<file path="config.mk">
export PLATFORM = sky130hd
export DESIGN_NAME = uart_rx
export DESIGN_NICKNAME = d
export VERILOG_FILES = /design/src/rtl/uart_rx.sv
export SDC_FILE = /design/constraint.sdc
export NUM_CORES = 1
export LEC_CHECK = 0
export CORE_MARGIN = 5
export CORE_UTILIZATION = 55
export CTS_CLUSTER_SIZE = 14
export DETAILED_ROUTE_END_ITERATION = 8
export GPL_TIMING_DRIVEN = 1
export MAX_ROUTING_LAYER = met4
export PLACE_DENSITY = 0.78
export SLEW_MARGIN = 40
export SYNTH_ARGS = -nofsm -noshare
export SYNTH_HDL_FRONTEND = slang
export SYNTH_SLANG_ARGS = --single-unit
</file>
<file path="constraint.sdc">
create_clock -name clk -period 2.6 [get_ports clk]
set_clock_uncertainty 0.15 [all_clocks]
set_input_delay 0.78 -clock clk [delete_from_list [all_inputs] [get_ports clk]]
set_output_delay 0.78 -clock clk [all_outputs]
set_load 0.01 [all_outputs]
</file>
<file path="src/rtl/uart_rx.sv">
// 8N1 serial receiver with optional parity, timed by a clocks-per-bit counter.
// Presents each good byte with a one-cycle strobe; errors pulse for one cycle.
module uart_rx #(
  parameter int unsigned CLKS_PER_BIT = 16,
  parameter int unsigned PARITY_EN    = 0,
  parameter int unsigned PARITY_ODD   = 0
) (
  input  logic       clk,
  input  logic       rst,
  input  logic       rxsd,
  output logic [7:0] rxpd,
  output logic       rxvalid,
  output logic       frame_err,
  output logic       par_err,
  output logic       rxbusy,
  output logic [3:0] state
);

  typedef enum logic [3:0] {
    StIdle   = 4'd0,
    StStart  = 4'd1,
    StData   = 4'd2,
    StParity = 4'd3,
    StStop   = 4'd4
  } state_e;

  localparam int unsigned CntW = (CLKS_PER_BIT > 1) ? $clog2(CLKS_PER_BIT) : 1;
  localparam logic [CntW-1:0] CntFull = CntW'(CLKS_PER_BIT - 1);
  localparam logic [CntW-1:0] CntHalf = CntW'(CLKS_PER_BIT / 2 - 1);
  localparam logic ParEn  = (PARITY_EN != 0);
  localparam logic OddPar = (PARITY_ODD != 0);

  logic            sync1_q, rx_s, rx_q;
  state_e          state_q, state_d;
  logic [CntW-1:0] cnt_q, cnt_d;
  logic [2:0]      idx_q, idx_d;
  logic [7:0]      shift_q, shift_d;
  logic            par_bad_q, par_bad_d;
  logic [7:0]      rxpd_q, rxpd_d;
  logic            rxvalid_q, rxvalid_d;
  logic            frame_err_q, frame_err_d;
  logic            par_err_q, par_err_d;
  logic            rxbusy_q, rxbusy_d;

  // Synchronizer idles high so a line already low at reset release is not a start.
  always_ff @(posedge clk or negedge rst) begin
    if (!rst) begin
      sync1_q <= 1'b1;
      rx_s    <= 1'b1;
      rx_q    <= 1'b1;
    end else begin
      sync1_q <= rxsd;
      rx_s    <= sync1_q;
      rx_q    <= rx_s;
    end
  end

  always_comb begin
    state_d     = state_q;
    cnt_d       = cnt_q;
    idx_d       = idx_q;
    shift_d     = shift_q;
    par_bad_d   = par_bad_q;
    rxpd_d      = rxpd_q;
    rxvalid_d   = 1'b0;
    frame_err_d = 1'b0;
    par_err_d   = 1'b0;
    case (state_q)
      StIdle: begin
        if (rx_q && !rx_s) begin
          cnt_d     = '0;
          par_bad_d = 1'b0;
          state_d   = StStart;
        end
      end
      StStart: begin
        if (cnt_q == CntHalf) begin
          if (!rx_s) begin
            cnt_d   = '0;
            idx_d   = '0;
            state_d = StData;
          end else begin
            state_d = StIdle;
          end
        end else begin
          cnt_d = cnt_q + 1'b1;
        end
      end
      StData: begin
        if (cnt_q == CntFull) begin
          cnt_d          = '0;
          shift_d[idx_q] = rx_s;
          idx_d          = idx_q + 3'd1;
          if (idx_q == 3'd7) begin
            state_d = ParEn ? StParity : StStop;
          end
        end else begin
          cnt_d = cnt_q + 1'b1;
        end
      end
      StParity: begin
        if (cnt_q == CntFull) begin
          cnt_d     = '0;
          par_bad_d = (rx_s != ((^shift_q) ^ OddPar));
          state_d   = StStop;
        end else begin
          cnt_d = cnt_q + 1'b1;
        end
      end
      StStop: begin
        if (cnt_q == CntFull) begin
          cnt_d   = '0;
          state_d = StIdle;
          if (rx_s) begin
            if (par_bad_q) begin
              par_err_d = 1'b1;
            end else begin
              rxpd_d    = shift_q;
              rxvalid_d = 1'b1;
            end
          end else begin
            frame_err_d = 1'b1;
            par_err_d   = par_bad_q;
          end
        end else begin
          cnt_d = cnt_q + 1'b1;
        end
      end
      default: state_d = StIdle;
    endcase
    rxbusy_d = (state_d != StIdle);
  end

  always_ff @(posedge clk or negedge rst) begin
    if (!rst) begin
      state_q     <= StIdle;
      cnt_q       <= '0;
      idx_q       <= '0;
      shift_q     <= '0;
      par_bad_q   <= 1'b0;
      rxpd_q      <= '0;
      rxvalid_q   <= 1'b0;
      frame_err_q <= 1'b0;
      par_err_q   <= 1'b0;
      rxbusy_q    <= 1'b0;
    end else begin
      state_q     <= state_d;
      cnt_q       <= cnt_d;
      idx_q       <= idx_d;
      shift_q     <= shift_d;
      par_bad_q   <= par_bad_d;
      rxpd_q      <= rxpd_d;
      rxvalid_q   <= rxvalid_d;
      frame_err_q <= frame_err_d;
      par_err_q   <= par_err_d;
      rxbusy_q    <= rxbusy_d;
    end
  end

  assign rxpd      = rxpd_q;
  assign rxvalid   = rxvalid_q;
  assign frame_err = frame_err_q;
  assign par_err   = par_err_q;
  assign rxbusy    = rxbusy_q;
  assign state     = state_q;

endmodule

</file>
==> results of run 1 <==
layer usage:
metal	global-route usage (%)	wire, um
met3	5.20	83
met5	-	0
met4	5.96	23
met1	20.8	1370
met2	26.4	1470
where the power goes:
part           leakage [nW]  total, mW  internal [mW]  switching (mW)
Combinational         0.399     0.0711         0.0348          0.0363
Clock                0.0383      0.368          0.198           0.170
Sequential            0.473      0.580          0.562          0.0184
flip-flops by register name, indices dropped and copies added (netlist names), 3 cells and up:
signal and cells:
rxpd 8, shift_q 8, cnt_q 4, state 4, idx_q 3
cell usage in the layout, fill, tap and decap left out, types with 3 or more instances in the layout:
| cell type | n |
|---|---|
| clkdlybuf4s50_1 | 18 |
| nor2b_1 | 6 |
| dfstp_2 | 3 |
| mux2_2 | 17 |
| nor2_1 | 11 |
| ha_1 | 3 |
| nand2_1 | 9 |
| xnor2_1 | 6 |
| a22o_1 | 3 |
| dfrtp_1 | 32 |
| inv_1 | 3 |
| nand3_1 | 8 |
| clkbuf_4 | 5 |
worst paths after layout:
check	endpoint	cells after the start	slack [ns]	from
min in group asynchronous	par_err	2	0.70	rst
worst min register to register	rx_s	0	0.21	sync1_q
max in group asynchronous	rx_q	2	1.26	rst
worst max-delay path	state[1]	1	0.19	state[1]
worst min-delay path	rx_s	0	0.21	sync1_q
worst max register to register	rxpd[6]	5	0.24	cnt_q[0]
logic make-up (layout without fill, tap and decap cells):
family | Yosys count | count (layout) | synth area share, %
compound gates | 16 | 16 | 7.29
xor+xnor | 9 | 9 | 5.56
fa+ha+maj | 3 | 3 | 2.25
buf+inv | 7 | 30 | 1.95
flops | 35 | 35 | 52.8
mux | 18 | 18 | 12.1
other cells | 1 | 1 | 0.225
simple gates | 49 | 49 | 17.8
final cells by class:
type                       count  area share [%]
clock buffer                   6            2.12
clock inverter                 1            1.54
inverter                       3           0.577
multi-input combinational     96            38.6
sequential                    35            45.1
tap                           33            2.12
timing repair buffer          20            10.0
metrics by stage:
step | cells | instance area (um^2) | power [mW]
after global placement | 187 | 1880 | 0.660
after global routing | 194 | 1950 | 1.08
after detailed placement | 187 | 1880 | 0.663
after CTS | 194 | 1950 | 1.03
after floorplan | 138 | 1670 | 0.631
final | 194 | 1950 | 1.02
==> impl_results.md, run 1 <==
* Layout area overhead at 17.2%
* Ratio of cells with drive above 1 in the final layout at a little under a quarter
* Post-synth top cells: dfrtp_1, mux2_2, nor2_1
* Max VDD drop at approximately 390 uV
* Core ar. at slightly below 3000 um^2
* Crit-path cells: clkdlybuf4s50_1
* Top cell type's share of synthesized area at roughly half
* Yosys cell types at 40
* Inserted Diodes at 0
* Slowest Stage Delay on Critical Path at just over 0.6 ns
* Die width at 65.0 um
* Syn nets at approximately 140
* Period minus WS final at around 2.4 ns
* Max-cap violations at 0
* DRC at 0
* Detailed Route Iter0 Violations at 26
* Outcome: completed
* Total Wirelength at between 2000 and 3000 um
* Post-Syn Instances at 138
* Setup violations, final at 0
* Clock root cell: clkbuf_4
* CTS resizes at 0
* Largest net degree at the start of global routing at 36
* Fillcell total at 231
* Area of the multi-input gates at approximately 750 um^2
* Area leader, netlist: dfrtp_1
* Rows at 20
* Critical Path Fanout Max at 11
* Total gr overflow at 0
* Vias in the first global route at 1118
* Ys Warns at 0
* Crit path kind: reg -> out
* Worst setup SP type: flop
* Final setup margin at between 0.15 and 0.2 ns
* Ys flop type: dfrtp_1
* Static Leak at around 0.91 nW
* Most area-consuming cells after synthesis: dfrtp_1, mux2_2, dfstp_2, xnor2_1, nor2_1
* Clock buffer count from CTS at 5
* Async S/R FF share, synth at between 90% and 100%
* Fin nets at 167
* Hold WS at roughly 0.21 ns
* Worst path arrival time at approximately 1.5 ns
* Initial core utilization at 55.9%
* Initial antenna violation count at 0
* Port Buf Inserts at 18
* Post-CTS setup buffers at 0
* CTS Sinks at 35
* HP Class: reg -> reg
* Mean Syn Cell Area at 12.1 um^2
* Clk Latency, worst-skew pair at approximately 0.33 ns
* Tcrit/Tclk final at 92.5%
* Bufs and invs on worst path at 1
* Clock Pin Slew Worst Setup and Hold Paths at roughly 0.090 ns
* Most common cell in the netlist: dfrtp_1
* Register bit count reported by yosys at 35
* Final TNS setup at 0 ns
* Pre-Repair DR Iteration Count at 4
* Seq. cell area at approximately 880 um^2
* Final Hold Fails at 0
* Sequential fraction of the synthesis area at 52.8%
* First-pass GRT wire length at roughly 5200 um
* Pre-CTS setup slack at about 0.23 ns
* Critical Path RT at 1.67 ns
* Via count at 1085
* I/O pins at 19
* Hold_buf cts at 0
* Slowest-stage cell, CP: clkdlybuf4s50_1
* WL/cell at ~15 um
* Detailed Place HPWL at 2110 um
* Max Clock Freq at 0.416 GHz
* H-tree depth at 2
* Fin util at roughly two thirds
* Post-DRT Antenna Nets at 0
* Post-synth EDFFs at 0
* Crit end category: output pin
* Die H at around 65 um
* RSZ-0062 raised after global routing: false
* Slew Limit Fails at 0
* Gpl congestion at 0.803
* Delay-heaviest family, CP: buffers and inverters
* CTS tree: yes
* Via density at between 5 and 6
* All-layer global routing usage at approximately 17%
* Clock Tree Buf Depth at 2
* Post-synthesis instance area at about 1700 um^2
* Die area at 4230 um^2
* Power per cell area at around 520 nW/um^2
Power figures use the tool's default switching activity.
==> inputs of run 2 (changes only) <==
--- a/config.mk
+++ b/config.mk
@@ -6,12 +6,12 @@
 export NUM_CORES = 1
 export LEC_CHECK = 0
 export CORE_MARGIN = 5
-export CORE_UTILIZATION = 55
+export CORE_UTILIZATION = 44
 export CTS_CLUSTER_SIZE = 14
 export DETAILED_ROUTE_END_ITERATION = 8
 export GPL_TIMING_DRIVEN = 1
 export MAX_ROUTING_LAYER = met4
-export PLACE_DENSITY = 0.78
+export PLACE_DENSITY = 0.65
 export SLEW_MARGIN = 40
 export SYNTH_ARGS = -nofsm -noshare
 export SYNTH_HDL_FRONTEND = slang
==> impl_results.md, run 2 (same netlist as run 1, synthesis figures left out) <==
* Outcome: completed
* Bufs and invs on worst path at 1
* Final Hold Fails at 0
* WL/cell at 13.6 um
* Layout area overhead at 19.2%
* Inserted Diodes at 0
* Clock Tree Buf Depth at 2
* Critical Path Fanout Max at 11
* Crit path kind: reg -> out
* CTS tree: yes
* Detailed Route Iter0 Violations at 86
* Via density at around 5.1
* Die width at roughly 70 um
* Vias in the first global route at 1076
* Total Wirelength at between 2000 and 3000 um
* I/O pins at 19
* Fillcell total at 331
* Power per cell area at 518 nW/um^2
* Largest net degree at the start of global routing at 36
* DRC at 0
* Fin nets at ~170
* Initial core utilization at 45.5%
* Post-CTS setup buffers at 0
* Slowest Stage Delay on Critical Path at 0.60 ns
* Clock buffer count from CTS at 5
* CTS Sinks at 35
* Gpl congestion at approximately 0.88
* Crit end category: output pin
* Worst setup SP type: flop
* Die H at 71.5 um
* Hold_buf cts at 0
* Slowest-stage cell, CP: clkdlybuf4s50_1
* Post-Layout Cell Count at 210
* Max VDD drop at between 300 and 400 uV
* Total gr overflow at 0
* Die area at between 5000 and 6000 um^2
* CTS resizes at 0
* Ratio of cells with drive above 1 in the final layout at approximately a quarter
* Clock Pin Slew Worst Setup and Hold Paths at ~0.070 ns
* Max-cap violations at 0
* Slew Limit Fails at 0
* HP Class: reg -> reg
* Initial antenna violation count at 0
* Critical Path RT at around 1.7 ns
* Core ar. at between 3000 and 4000 um^2
* All-layer global routing usage at a little over an eighth
* Placed Area at roughly 1900 um^2
* Commonest non-fill, non-tap cell in the layout: dfrtp_1
* Post-DRT Antenna Nets at 0
* Detailed Place HPWL at 2020 um
* Period minus WS final at 2.35 ns
* Worst path arrival time at between 1 and 1.5 ns
* RSZ-0062 raised after global routing: false
* H-tree depth at 2
* Clk Latency, worst-skew pair at just under 0.3 ns
* Clock root cell: clkbuf_8
* Crit-path cells: clkdlybuf4s50_1
* Placed Cells incl. Taps at 202
* Final Cell Area at roughly 2000 um^2
* First-pass GRT wire length at approximately 5000 um
* Delay-heaviest family, CP: buffers and inverters
* Hold WS at between 0.2 and 0.25 ns
* Static Leak at 0.913 nW
* Tcrit/Tclk final at about 90%
* Max Clock Freq at 0.426 GHz
* Via count at 1064
* Final TNS setup at 0 ns
* Most frequent cells in the layout: dfrtp_1, clkdlybuf4s50_1, mux2_2, nor2_1, nand2_1
* Pre-Repair DR Iteration Count at 4
* Rows at 22
* Port Buf Inserts at 18
* Setup violations, final at 0
[run 2: cell types whose count changed in the layout (fill, tap and decap cells not counted), sizes merged]
cell	change
bufinv	-1
clkinv	+1
clkinvlp	+1
[run 2: where the power goes]
part	total, mW	switching (mW)	internal (mW)
combinational	0.0727	0.0373	0.0354
clock	0.375	0.189	0.187
sequential	0.580	0.0181	0.562
total	1.03	0.244	0.785
[run 2: final timing paths]
| kind | start | end | slack [ns] | cells past startpoint |
|---|---|---|---|---|
| max | state[1] | state[1] | 0.25 | 1 |
| min | sync1_q | rx_s | 0.22 | 0 |
| max reg2reg | cnt_q[0] | rxpd[5] | 0.25 | 5 |
| min reg2reg | sync1_q | rx_s | 0.22 | 0 |
| max in group asynchronous | rst | rx_s | 1.23 | 2 |
| min in group asynchronous | rst | rxpd[6] | 0.75 | 2 |
[run 2: layout make-up]
cell class                 instances  area, um^2  share of cell area (%)
timing repair buffer              20         195                    9.84
multi-input combinational         96         753                    38.0
tap                               48        60.1                    3.03
clock buffer                       6        72.6                    3.66
sequential                        35         880                    44.3
inverter                           3        11.3                   0.567
clock inverter                     2        12.5                   0.631
[run 2: metrics by stage]
step / setup slack (ns) / power, mW / util (%)
floorplan: 0.432 / 0.631 / -
global placement: 0.291 / 0.660 / 51.9
detailed placement: 0.234 / 0.665 / 51.9
CTS: 0.229 / 1.05 / 54.2
global route: 0.118 / 1.08 / 54.2
finish: 0.252 / 1.03 / 54.2
[run 2: metal layers]
layer	track usage [%]	wire, um	vias up
met5	-	0	-
met4	6.68	60	0
met3	4.63	132	6
met2	18.8	1300	23
met1	16.6	1350	509
li1	-	-	526
